===== src/rtl/seg7_num_display_if.sv =====
// ============================================================================
// Module  : seg7_num_display_if
// Brief   : Request/display bundle between a value source and the 7-seg driver.
// Revision: 1.0
// ============================================================================
`default_nettype none

interface seg7_num_display_if #(
  parameter int N_DIGITS = 4,
  parameter int W        = 14
);
  logic                    i_valid;
  logic [W-1:0]            i_num;
  logic [N_DIGITS-1:0]     i_DP;
  logic                    o_ready;
  logic                    o_busy;
  logic [8*N_DIGITS-1:0]   o_SEG;
  logic                    o_overflow;

  modport master (
    output i_valid, i_num, i_DP,
    input  o_ready, o_busy, o_SEG, o_overflow
  );

  modport slave (
    input  i_valid, i_num, i_DP,
    output o_ready, o_busy, o_SEG, o_overflow
  );
endinterface

`default_nettype wire


===== src/rtl/seg7_num_display.sv =====
// ============================================================================
// Module  : seg7_num_display
// Brief   : Sequential binary-to-BCD converter driving N active-low 7-seg digits.
// Revision: 1.0
// ============================================================================
`default_nettype none

module seg7_num_display #(
  parameter int N_DIGITS = 4,
  parameter int W        = 14,
  parameter int BLANK_LZ = 1
) (
  input  logic               i_CLK,
  input  logic               i_RSTn,
  seg7_num_display_if.slave  bus
);

  localparam int c_BCD_W = 4 * N_DIGITS;
  localparam int c_SEG_W = 8 * N_DIGITS;
  localparam int c_CNT_W = $clog2(W + 1);

  typedef enum logic [1:0] {
    S_IDLE = 2'd0,
    S_CONV = 2'd1,
    S_LOAD = 2'd2
  } state_t;

  state_t               r_state;
  state_t               w_state_nxt;
  logic                 w_ready;

  logic [W-1:0]         r_shreg;
  logic [c_BCD_W-1:0]   r_bcd;
  logic [N_DIGITS-1:0]  r_dp;
  logic                 r_ovf;
  logic [c_CNT_W-1:0]   r_cnt;
  logic [c_SEG_W-1:0]   r_seg;
  logic                 r_overflow;

  logic [c_BCD_W-1:0]   w_bcd_adj;
  logic                 w_last;
  logic [N_DIGITS-1:0]  w_nz;
  logic [N_DIGITS-1:0]  w_blank;
  logic [c_SEG_W-1:0]   w_seg;

  function automatic logic [6:0] f_seg(input logic [3:0] d);
    logic [6:0] s;
    case (d)
      4'd0:    s = 7'b1000000;
      4'd1:    s = 7'b1111001;
      4'd2:    s = 7'b0100100;
      4'd3:    s = 7'b0110000;
      4'd4:    s = 7'b0011001;
      4'd5:    s = 7'b0010010;
      4'd6:    s = 7'b0000010;
      4'd7:    s = 7'b1111000;
      4'd8:    s = 7'b0000000;
      4'd9:    s = 7'b0010000;
      default: s = 7'b1111111;
    endcase
    return s;
  endfunction

  assign w_last = (r_cnt == c_CNT_W'(W - 1));

  // ---------------------------------------------------------------- FSM
  always_ff @(posedge i_CLK or negedge i_RSTn) begin
    if (!i_RSTn) r_state <= S_IDLE;
    else         r_state <= w_state_nxt;
  end

  always_comb begin
    w_state_nxt = r_state;
    w_ready     = 1'b0;
    case (r_state)
      S_IDLE: begin
        w_ready = 1'b1;
        if (bus.i_valid) w_state_nxt = S_CONV;
      end
      S_CONV: begin
        if (w_last) w_state_nxt = S_LOAD;
      end
      S_LOAD: begin
        w_state_nxt = S_IDLE;
      end
      default: begin
        w_state_nxt = S_IDLE;
      end
    endcase
  end

  // ---------------------------------------------------------------- double-dabble
  generate
    for (genvar k = 0; k < N_DIGITS; k++) begin : g_adj
      logic [3:0] w_nib;
      assign w_nib              = r_bcd[4*k +: 4];
      assign w_bcd_adj[4*k +: 4] = (w_nib >= 4'd5) ? (w_nib + 4'd3) : w_nib;
    end
  endgenerate

  always_ff @(posedge i_CLK or negedge i_RSTn) begin
    if (!i_RSTn) begin
      r_shreg    <= '0;
      r_bcd      <= '0;
      r_dp       <= '0;
      r_ovf      <= 1'b0;
      r_cnt      <= '0;
      r_seg      <= '1;
      r_overflow <= 1'b0;
    end else begin
      case (r_state)
        S_IDLE: begin
          if (bus.i_valid) begin
            r_shreg <= bus.i_num;
            r_dp    <= bus.i_DP;
            r_bcd   <= '0;
            r_ovf   <= 1'b0;
            r_cnt   <= '0;
          end
        end
        S_CONV: begin
          // The bit leaving the top nibble belongs to a digit we cannot show.
          r_bcd   <= {w_bcd_adj[c_BCD_W-2:0], r_shreg[W-1]};
          r_shreg <= {r_shreg[W-2:0], 1'b0};
          if (w_bcd_adj[c_BCD_W-1]) r_ovf <= 1'b1;
          r_cnt   <= r_cnt + 1'b1;
        end
        S_LOAD: begin
          r_seg      <= w_seg;
          r_overflow <= r_ovf;
        end
        default: ;
      endcase
    end
  end

  // ---------------------------------------------------------------- segment encode
  generate
    for (genvar k = 0; k < N_DIGITS; k++) begin : g_digit
      assign w_nz[k] = (|r_bcd[4*k +: 4]) | r_dp[k];
      assign w_seg[8*k +: 8] = r_ovf      ? 8'hBF :
                               w_blank[k] ? 8'hFF :
                               {~r_dp[k], f_seg(r_bcd[4*k +: 4])};
    end
  endgenerate

  // A digit stays visible once any more-significant digit (or itself) is non-zero or dotted.
  always_comb begin
    logic run;
    run     = 1'b0;
    w_blank = '0;
    for (int k = N_DIGITS - 1; k >= 0; k--) begin
      run        = run | w_nz[k];
      w_blank[k] = (BLANK_LZ != 0) && (k != 0) && !run;
    end
  end

  assign bus.o_ready    = w_ready;
  assign bus.o_busy     = ~w_ready;
  assign bus.o_SEG      = r_seg;
  assign bus.o_overflow = r_overflow;

endmodule

`default_nettype wire


===== src/flat_wrapper.sv =====
// flat-port wrapper written by rule: the top's interface ports become plain ports
module seg7_num_display_flat 
#(
  parameter int N_DIGITS = 4,
  parameter int W        = 14,
  parameter int BLANK_LZ = 1
)
  (i_CLK, i_RSTn, bus_i_valid, bus_i_num, bus_i_DP, bus_o_ready, bus_o_busy, bus_o_SEG, bus_o_overflow);
  seg7_num_display_if #(.N_DIGITS(N_DIGITS), .W(W)) bus_i ();
  input  logic i_CLK;
  input  logic i_RSTn;
  input wire logic [$bits(bus_i.i_valid)-1:0] bus_i_valid;
  input wire logic [$bits(bus_i.i_num)-1:0] bus_i_num;
  input wire logic [$bits(bus_i.i_DP)-1:0] bus_i_DP;
  output wire logic [$bits(bus_i.o_ready)-1:0] bus_o_ready;
  output wire logic [$bits(bus_i.o_busy)-1:0] bus_o_busy;
  output wire logic [$bits(bus_i.o_SEG)-1:0] bus_o_SEG;
  output wire logic [$bits(bus_i.o_overflow)-1:0] bus_o_overflow;
  assign bus_i.i_valid = bus_i_valid;
  assign bus_i.i_num = bus_i_num;
  assign bus_i.i_DP = bus_i_DP;
  assign bus_o_ready = bus_i.o_ready;
  assign bus_o_busy = bus_i.o_busy;
  assign bus_o_SEG = bus_i.o_SEG;
  assign bus_o_overflow = bus_i.o_overflow;
  seg7_num_display #(.N_DIGITS(N_DIGITS), .W(W), .BLANK_LZ(BLANK_LZ)) u_core (.i_CLK(i_CLK), .i_RSTn(i_RSTn), .bus(bus_i));
endmodule

===== config.mk =====
export PLATFORM = sky130hd
export DESIGN_NAME = seg7_num_display_flat
export DESIGN_NICKNAME = d
export VERILOG_FILES = /design/src/rtl/seg7_num_display_if.sv /design/src/rtl/seg7_num_display.sv /design/src/flat_wrapper.sv
export SDC_FILE = /design/constraint.sdc
export NUM_CORES = 1
export LEC_CHECK = 0
export CORE_MARGIN = 2
export CORE_UTILIZATION = 45
export CTS_BUF_LIST = sky130_fd_sc_hd__clkbuf_2
export DETAILED_ROUTE_END_ITERATION = 8
export PLACE_DENSITY = 0.75
export REMOVE_ABC_BUFFERS = 1
export SYNTH_ARGS = -nofsm -noshare
export SYNTH_HDL_FRONTEND = slang
export SYNTH_SLANG_ARGS = --single-unit

===== constraint.sdc =====
create_clock -name i_CLK -period 3.35 [get_ports i_CLK]
set_input_delay 0.67 -clock i_CLK [delete_from_list [all_inputs] [get_ports i_CLK]]
set_output_delay 0.67 -clock i_CLK [all_outputs]
set_load 0.05 [all_outputs]

## Word-level counts from Yosys, hierarchy flattened

Memory sizes are Yosys's and may differ from the RTL's.
Cells that the tools add are included.

| storage, ports and cells | value |
|---|---|
| input port bits | 21 |
| ROM bits | 448 |
| logic and storage cells | 70 |
| memories kept | 4 |
| flip-flop bits (word level) | 74 |

Memories:

| name | depth | width | read ports | clocked after memory_dff | write ports | RTL line | source |
|---|---|---|---|---|---|---|---|
| (name not given) | 16 | 7 | 1 | 0 | 0 | seg7_num_display.sv:48 | `case (d)` |
| (name not given) | 16 | 7 | 1 | 0 | 0 | seg7_num_display.sv:48 |  |
| (name not given) | 16 | 7 | 1 | 0 | 0 | seg7_num_display.sv:48 |  |
| (name not given) | 16 | 7 | 1 | 0 | 0 | seg7_num_display.sv:48 |  |

| cells by class | value |
|---|---|
| muxes and demuxes | 24 |
| order comparisons | 4 |
| add/sub/neg operators | 5 |
| equality and inequality tests | 6 |
| reductions and logical operators | 9 |
| bitwise operators | 10 |

Operators by type and width:

| cell | count |
|---|---|
| $mux 8 | 7 |
| $pmux 16 s2 | 1 |
| $pmux 14 s2 | 1 |
| $mux 4 | 5 |
| $add 4x2->4 const B | 4 |
| $ge 4x3->1 const B | 4 |
| $mux 16 | 1 |
| $mux 14 | 1 |
| $reduce_or 4->1 | 3 |
| $pmux 4 s2 | 1 |
| $reduce_and 2->1 | 3 |
| $not 1->1 | 5 |
| $or 1x1->1 | 5 |
| $add 4x1->4 const B | 1 |
| $eq 4x4->1 const B | 1 |
| $mux 2 | 2 |
| $ne 2x1->1 const B | 2 |
| $pmux 2 s2 | 1 |
| $mux 1 | 3 |
| $reduce_and 3->1 | 1 |
| $eq 2x1->1 const B | 1 |
| $eq 2x2->1 const B | 1 |
| $logic_not 2->1 | 1 |
| $ne 2x2->1 const B | 1 |
| other kinds (2) | 2 |

## Longest topological paths before layout

Gate-level depths: netlist (run 1).

| logic depth | value |
|---|---|
| depth after elaboration | 6 |
| mapped depth | 7 |

## Worst setup path before layout (run 1)

No wires, ideal clock.

| timing path | value |
|---|---|
| path type | register -> output |
| from | register u_core.r_state[0] |
| to | output port bus_o_busy |
| arrival time | 1.557 ns |
| data required time | 2.680 ns |
| path slack | 1.123 ns |
| stages on the path, launching flop included | 3 |
| cell sequence | dfrtp_1 -> nor2_1 -> inv_1 |

| on the way | value |
|---|---|
| word-level cells in the longest chain between the ends | 3 |

RTL lines:

| item | RTL line | source |
|---|---|---|
| start, declared | seg7_num_display.sv:28 | `state_t r_state;` |
| start signal, assigned | seg7_num_display.sv:69 | `else r_state <= w_state_nxt;` |
| $logic_not 2->1 | seg7_num_display.sv:75 | `case (r_state)` |
| $mux 1 | seg7_num_display.sv:75 |  |
| named net bus_o_ready | flat_wrapper.sv:15 | `output wire logic [$bits(bus_i.o_ready)-1:0] bus_o_ready;` |
| $not 1->1 | seg7_num_display.sv:159 | `assign bus.o_busy = ~w_ready;` |
| end, declared | flat_wrapper.sv:16 | `output wire logic [$bits(bus_i.o_busy)-1:0] bus_o_busy;` |

The timed path passes the listed nets, and every way through them passes these cells.

## Final worst setup path (run 1)

| timing path | value |
|---|---|
| from | register u_core.r_state[1] |
| to | output port bus_o_ready |

| on the way | value |
|---|---|
| word-level cells in the longest chain between the ends | 2 |

RTL lines:

| item | RTL line |
|---|---|
| $logic_not 2->1 | seg7_num_display.sv:75 |
| $mux 1 | seg7_num_display.sv:75 |
| end, declared | flat_wrapper.sv:15 |

Every way passes these cells.

==> key figures, run 1 <==
Job
  • Reported max-cap violation count: 0

Drt
  • DRC: 0
  • Drt via density: 5.335
  • Avg WL per Cell: 14.75 um
  • Via count: 3,057
  • Routed Antenna Nets: 0
  • Drt total wl: 8450 um
  • 1st-iter DRT viols: 146
  • Drt pass-1 iters: 4

STA
  • RSZ-0062 raised after global routing: false
  • Final setup violation count: 0
  • Worst slew margin: 32.81%
  • Worst Tran Pin Value: 1.008 ns
  • Max-slew violation count: 0
  • Tcrit/Tclk final: 80.77%
  • Minimum clock period: 2.706 ns
  • Final setup margin: 0.6443 ns
  • Max Fclk: 369.6 MHz
  • Worst Hold Slack: 0.1205 ns
  • Setup Skew: 0.02585 ns
  • Hold Vio Cnt, Final: 0

Setup path
  • Critical Path End Type: output port
  • Flop2flop setup slack: 1.17 ns
  • Kind of critical path: reg -> out
  • Critical Path RT: 2.68 ns
  • Max FO, Critical Path: 6
  • Worst EP arrival: 2.04 ns
  • CP Launch Type: flip-flop

Die
  • Die X: 97.96 um
  • Core footprint: 0.008636 mm2
  • Initial Util: 46.00%
  • Die area: 0.009595 mm2
  • Chip height: 97.96 um
  • Row cnt: 34
  • I/O Pins: 56

Logic synthesis
  • EDFF count, synth: 0
  • Synthesis Warnings: 0
  • Primary FF master, synth: dfrtp_1
  • Cells after Synth: 412
  • Synth top cells by count: nand2_1, dfrtp_1, nor2_1, o21ai_0, dfstp_2
  • Post-Synthesis Cell Area: 0.003973 mm2
  • Synth area leaders: dfrtp_1, dfstp_2, ha_1
  • Most frequent cell after synthesis: nand2_1
  • Yosys top cell area share: 26.46%
  • Yosys cell types: 46
  • Post-synthesis sequential area ratio: 47.62%
  • Syn_area_per_cell: 9.642 um2
  • #FFs+latches synth: 74
  • Area leader, netlist: dfrtp_1
  • FFs w/ async S/R, synth: 100.0%

Clocking
  • Num CTS Buffers: 9
  • Clk sinks: 74
  • Clk Latency, worst-skew pair: 0.53 ns
  • CTS clock-pin slew for the worst setup and hold paths: 0.23 ns
  • Hold buffers post-CTS: 0
  • CTS tree: yes
  • CTS H-tree lvls: 3
  • Post-cts gate resize count: 0
  • Max clock buf depth: 2
  • Setup Buffers After CTS: 0
  • Clk root buf: clkbuf_2

Power
  • Comb pwr share: 51.7%
  • Switching Share: 45.73%
  • Pint: 0.002756 W
  • Leak: 1.991 nW
  • Pwr dens: 1062 mW/mm2
  • Maximum VDD drop: 427.2 uV
  • Total power: 0.005078 W
  • Psw: 0.002322 W
  • Clock network fraction of design power: 13.0%
  • Sequential share of power: 35.3%

Worst hold path
  • HP Class: in -> async

Layout
  • Diode count: 0
  • Design area: 0.004781 mm2
  • Nets: 506
  • Fraction of layout cells with a size suffix above 1: 15.91%
  • Filler Cell Count: 773
  • Synth-to-layout area growth: 20.35%
  • Non-filler cells, final: 573

Placement
  • Post-DP Area: 0.004619 mm2
  • Post-DP HPWL: 5871 um
  • PortBufs: 55
  • Pre-CTS setup slack: 1.182 ns
  • Placed cells: 557
  • RePlAce Congestion: 0.8814

Outcome
  • Status: complete, no violations

Global route
  • Largest net degree at the start of global routing: 48
  • Remaining Overflow, GRT: 0
  • Vias in the first global route: 3,119
  • Total track usage: 18.34%
  • Initial antenna violation count: 0
  • First-pass GRT wire length: 14,450 um
-- cell usage in the layout, fill, tap and decap left out, drive strengths merged, types with 2 or more instances in the layout --
master         instances
clkdlybuf4s50         54
nand2                 50
dfrtp                 42
nor2                  36
o21ai                 35
dfstp                 32
a21oi                 30
ha                    25
inv                   21
mux2i                 17
o22ai                 12
o22a                  12
clkbuf                 9
nand3                  7
nor2b                  7
buf                    7
nand2b                 6
a31oi                  6
mux2                   6
nor3                   6
xnor2                  5
nor3b                  4
o211ai                 3
a21o                   3
bufinv                 3
or3                    3
or4b                   3
clkinv                 3
a211oi                 2
o311ai                 2
xor2                   2
o31ai                  2
and3                   2
-- power by group through the flow --
| stage | registers (W) | logic, W | clock network [W] |
|---|---|---|---|
| 6_report | 0.00179 | 0.00263 | 0.000659 |
| 5_1_grt | 0.00187 | 0.00289 | 0.000707 |
| 4_1_cts | 0.00179 | 0.00264 | 0.000673 |
| 3_5_place_dp | 0.00181 | 0.00262 | 0 |
| 3_3_place_gp | 0.00179 | 0.00257 | 0 |
| 2_1_floorplan | 0.00228 | 0.00140 | 0 |
-- flip-flops by register name (all words and copies together) (netlist names) --
signal and flops:
u_core.bus.o_overflow 1, u_core.bus.o_SEG 32, u_core.r_state 2, u_core.r_cnt 4, u_core.r_ovf 1, u_core.r_dp 4, u_core.r_bcd 16, u_core.r_shreg 14
-- cell families (layout without fill, tap and decap cells) --
group / Yosys count / in the layout / share of synthesized area, %
buffers and inverters: 44 / 97 / 4.441
xor gates and xnor gates: 7 / 7 / 1.543
AOI/OAI and AO/OA: 113 / 113 / 17.48
adders and majority gates: 25 / 25 / 7.874
muxes: 23 / 23 / 5.984
and+or+nand+nor: 126 / 126 / 15.06
DFF: 74 / 74 / 47.62
-- critical path, stage by stage, from the launching register on --
cell             delay (ns)
dfrtp_1                0.51
nor2_1                 0.16
clkdlybuf4s50_1        0.82
-- layer usage --
layer  global-route usage, %  wire [um]  up-vias
li1                        -          -     1528
met1                   23.57       3920     1447
met2                   30.93       4041       74
met3                   5.225        398        8
met4                   4.060         90        0
met5                       0          0        -
-- per-stage QoR --
step                setup TNS [ns]  util [%]
finish                           0     55.36
global route                     0     55.36
CTS                              0     55.36
detailed placement               0     53.49
global placement                 0     53.49
floorplan                   -23.39         -
-- layout make-up --
type / count / area (um2) / area share, %
clock buffers: 9 / 45.04 / 0.9422
clock inverters: 7 / 116.4 / 2.434
inverters: 20 / 75.07 / 1.570
multi-input cells: 294 / 1914 / 40.04
flip-flops and latches: 74 / 1892 / 39.57
well taps: 108 / 135.1 / 2.826
repair buffers: 61 / 603.1 / 12.61
-- path summary, 6_finish.rpt --
check / start / endpoint / cells after the start
max in group asynchronous: i_RSTn / u_core.bus.o_SEG[11] / 2
max: u_core.r_state[1] / bus_o_ready / 2
min: i_RSTn / u_core.r_shreg[4] / 1
max reg2reg: u_core.r_bcd[12] / u_core.bus.o_SEG[10] / 6
min reg2reg: u_core.r_dp[0] / u_core.bus.o_SEG[7] / 1
min in group i_CLK: u_core.r_dp[0] / u_core.bus.o_SEG[7] / 1
No activity file was read; power rests on OpenSTA's default activity.
==> run 2, diff against run 1 <==
Clock period 3.35 ns to 2.7 ns, I/O delays scaled along.
==> key figures, run 2 (synthesized netlist as in run 1, its figures left out) <==
Drt
  • Drt total wl: 8292 um
  • Drt via density: 5.450
  • DRC: 0
  • 1st-iter DRT viols: 142
  • Via count: 3,139
  • Avg WL per Cell: 14.40 um
  • Routed Antenna Nets: 0
  • Drt pass-1 iters: 5

Setup path
  • Buffers & Inverters on Critical Path: 1
  • Max FO, Critical Path: 6
  • Critical path's top delay family: buffers and inverters
  • Kind of critical path: reg -> out
  • Worst EP arrival: 1.96 ns
  • Critical Path End Type: output port
  • Critical Path RT: 2.16 ns
  • Worst path slowest cell: clkdlybuf4s50_1
  • CP cell instances: nor2_1 -> clkdlybuf4s50_1
  • CP Launch Type: flip-flop
  • Max incr delay on CP: 0.83 ns

Layout
  • Fraction of layout cells with a size suffix above 1: 16.03%
  • Nets: 509
  • Diode count: 0
  • Non-filler cells, final: 576
  • Largest register FFs: 32
  • Filler Cell Count: 753
  • Commonest non-fill, non-tap cell in the layout: clkdlybuf4s50_1
  • Synth-to-layout area growth: 18.87%
  • Most frequent cells in the layout: clkdlybuf4s50_1, nand2_1, dfrtp_1

Placement
  • Placed cells: 559
  • RePlAce Congestion: 0.9014
  • Post-DP HPWL: 5866 um
  • PortBufs: 55

Die
  • Core footprint: 0.008636 mm2
  • Die X: 97.96 um
  • I/O Pins: 56
  • Die area: 0.009595 mm2
  • Initial Util: 46.00%
  • Row cnt: 34
  • Chip height: 97.96 um

Global route
  • Total track usage: 18.54%
  • First-pass GRT wire length: 14,680 um
  • Largest net degree at the start of global routing: 51
  • Initial antenna violation count: 0
  • Vias in the first global route: 3,144
  • Remaining Overflow, GRT: 0

Power
  • Maximum VDD drop: 606.9 uV
  • Clock network fraction of design power: 8.4%
  • Sequential share of power: 37.1%
  • Comb pwr share: 54.5%
  • Switching Share: 47.18%
  • Psw: 0.002824 W
  • Leak: 1.973 nW
  • Pwr dens: 1267 mW/mm2
  • Total power: 0.005985 W
  • Pint: 0.003161 W

Clocking
  • Num CTS Buffers: 9
  • Clk sinks: 74
  • Setup Buffers After CTS: 0
  • Hold buffers post-CTS: 1
  • CTS clock-pin slew for the worst setup and hold paths: 0.19 ns
  • Clk Latency, worst-skew pair: 0.50 ns
  • Max clock buf depth: 2
  • CTS H-tree lvls: 3
  • Post-cts gate resize count: 0
  • Clk root buf: clkbuf_2
  • CTS tree: yes

STA
  • RSZ-0062 raised after global routing: false
  • Tcrit/Tclk final: 92.68%
  • Minimum clock period: 2.502 ns
  • Hold Vio Cnt, Final: 0
  • Max-slew violation count: 0
  • Max Fclk: 399.6 MHz
  • Worst slew margin: 54.86%
  • Setup Skew: 0.03018 ns
  • Worst Tran Pin Value: 0.6741 ns
  • Final setup violation count: 0

Outcome
  • Status: complete, no violations

Worst hold path
  • HP Class: reg -> reg

Job
  • Reported max-cap violation count: 0
==> run 2: changes by cell type in the layout (fill, tap and decap cells not counted), sizes merged <==
cell / change
bufinv: -3
buf: +2
dlygate4sd3: +1
clkinv: -1
clkbuf: +5
inv: -1
==> run 2: power by group through the flow <==
stage                     Clock, W  Sequential (W)  Combinational [W]
after detailed placement         0         0.00224            0.00327
final                     0.000501         0.00222            0.00326
after floorplan                  0         0.00283            0.00173
after CTS                 0.000518         0.00222            0.00329
after global routing      0.000564         0.00232            0.00362
after global placement           0         0.00221            0.00319
==> run 2: worst register-to-register path, delay by kind of cell (launching register included) <==
kind / cells / cell delay [ns]
compound gates: 2 / 0.33
fa+ha+maj: 1 / 0.23
buf+inv: 1 / 0.18
flops: 1 / 0.46
simple gates: 2 / 0.93
==> run 2: path summary, 6_finish.rpt <==
check | start | end | slack (ns) | cells past startpoint
setup / recovery | u_core.r_state[0] | bus_o_ready | 0.20 | 2
hold / removal | u_core.r_dp[0] | u_core.bus.o_SEG[7] | 0.43 | 1
max in group asynchronous | i_RSTn | u_core.bus.o_SEG[8] | 1.41 | 3
hold reg to reg | u_core.r_dp[0] | u_core.bus.o_SEG[7] | 0.43 | 1
setup reg to reg | u_core.r_bcd[12] | u_core.bus.o_SEG[18] | 0.50 | 6
min in group asynchronous | i_RSTn | u_core.r_shreg[4] | 0.54 | 2
==> run 2: layer usage <==
layer	global-route usage [%]	part of all wire [%]	vias to the layer above	wire, um
li1	-	-	1537	-
met1	24.39	45	1511	3697
met2	30.56	49	84	4062
met4	5.021	0.98	0	81
met5	0	0	-	0
met3	4.796	5.4	7	450
==> run 2: cell type report <==
cell class	instances	area, um2	area share, %
multi-input combinational	294	1914	40.54
sequential	74	1892	40.06
timing repair buffer	64	628.1	13.30
tap	108	135.1	2.862
inverter	20	75.07	1.590
clock buffer	14	70.07	1.484
clock inverter	2	7.507	0.1590
==> run 2: per-stage QoR <==
stage               hold slack [ns]  setup TNS [ns]  utilization [%]  instance area [um2]  setup WS (ns)
detailed placement           0.4047               0            53.67                 4634         0.5384
global route                 0.4788               0            54.68                 4722        0.07206
finish                       0.4325               0            54.68                 4722         0.1975
global placement             0.3915               0            53.67                 4634         0.6506
CTS                          0.4464               0            54.68                 4722         0.1571
floorplan                    0.2444          -44.19                -                 3871         -1.366
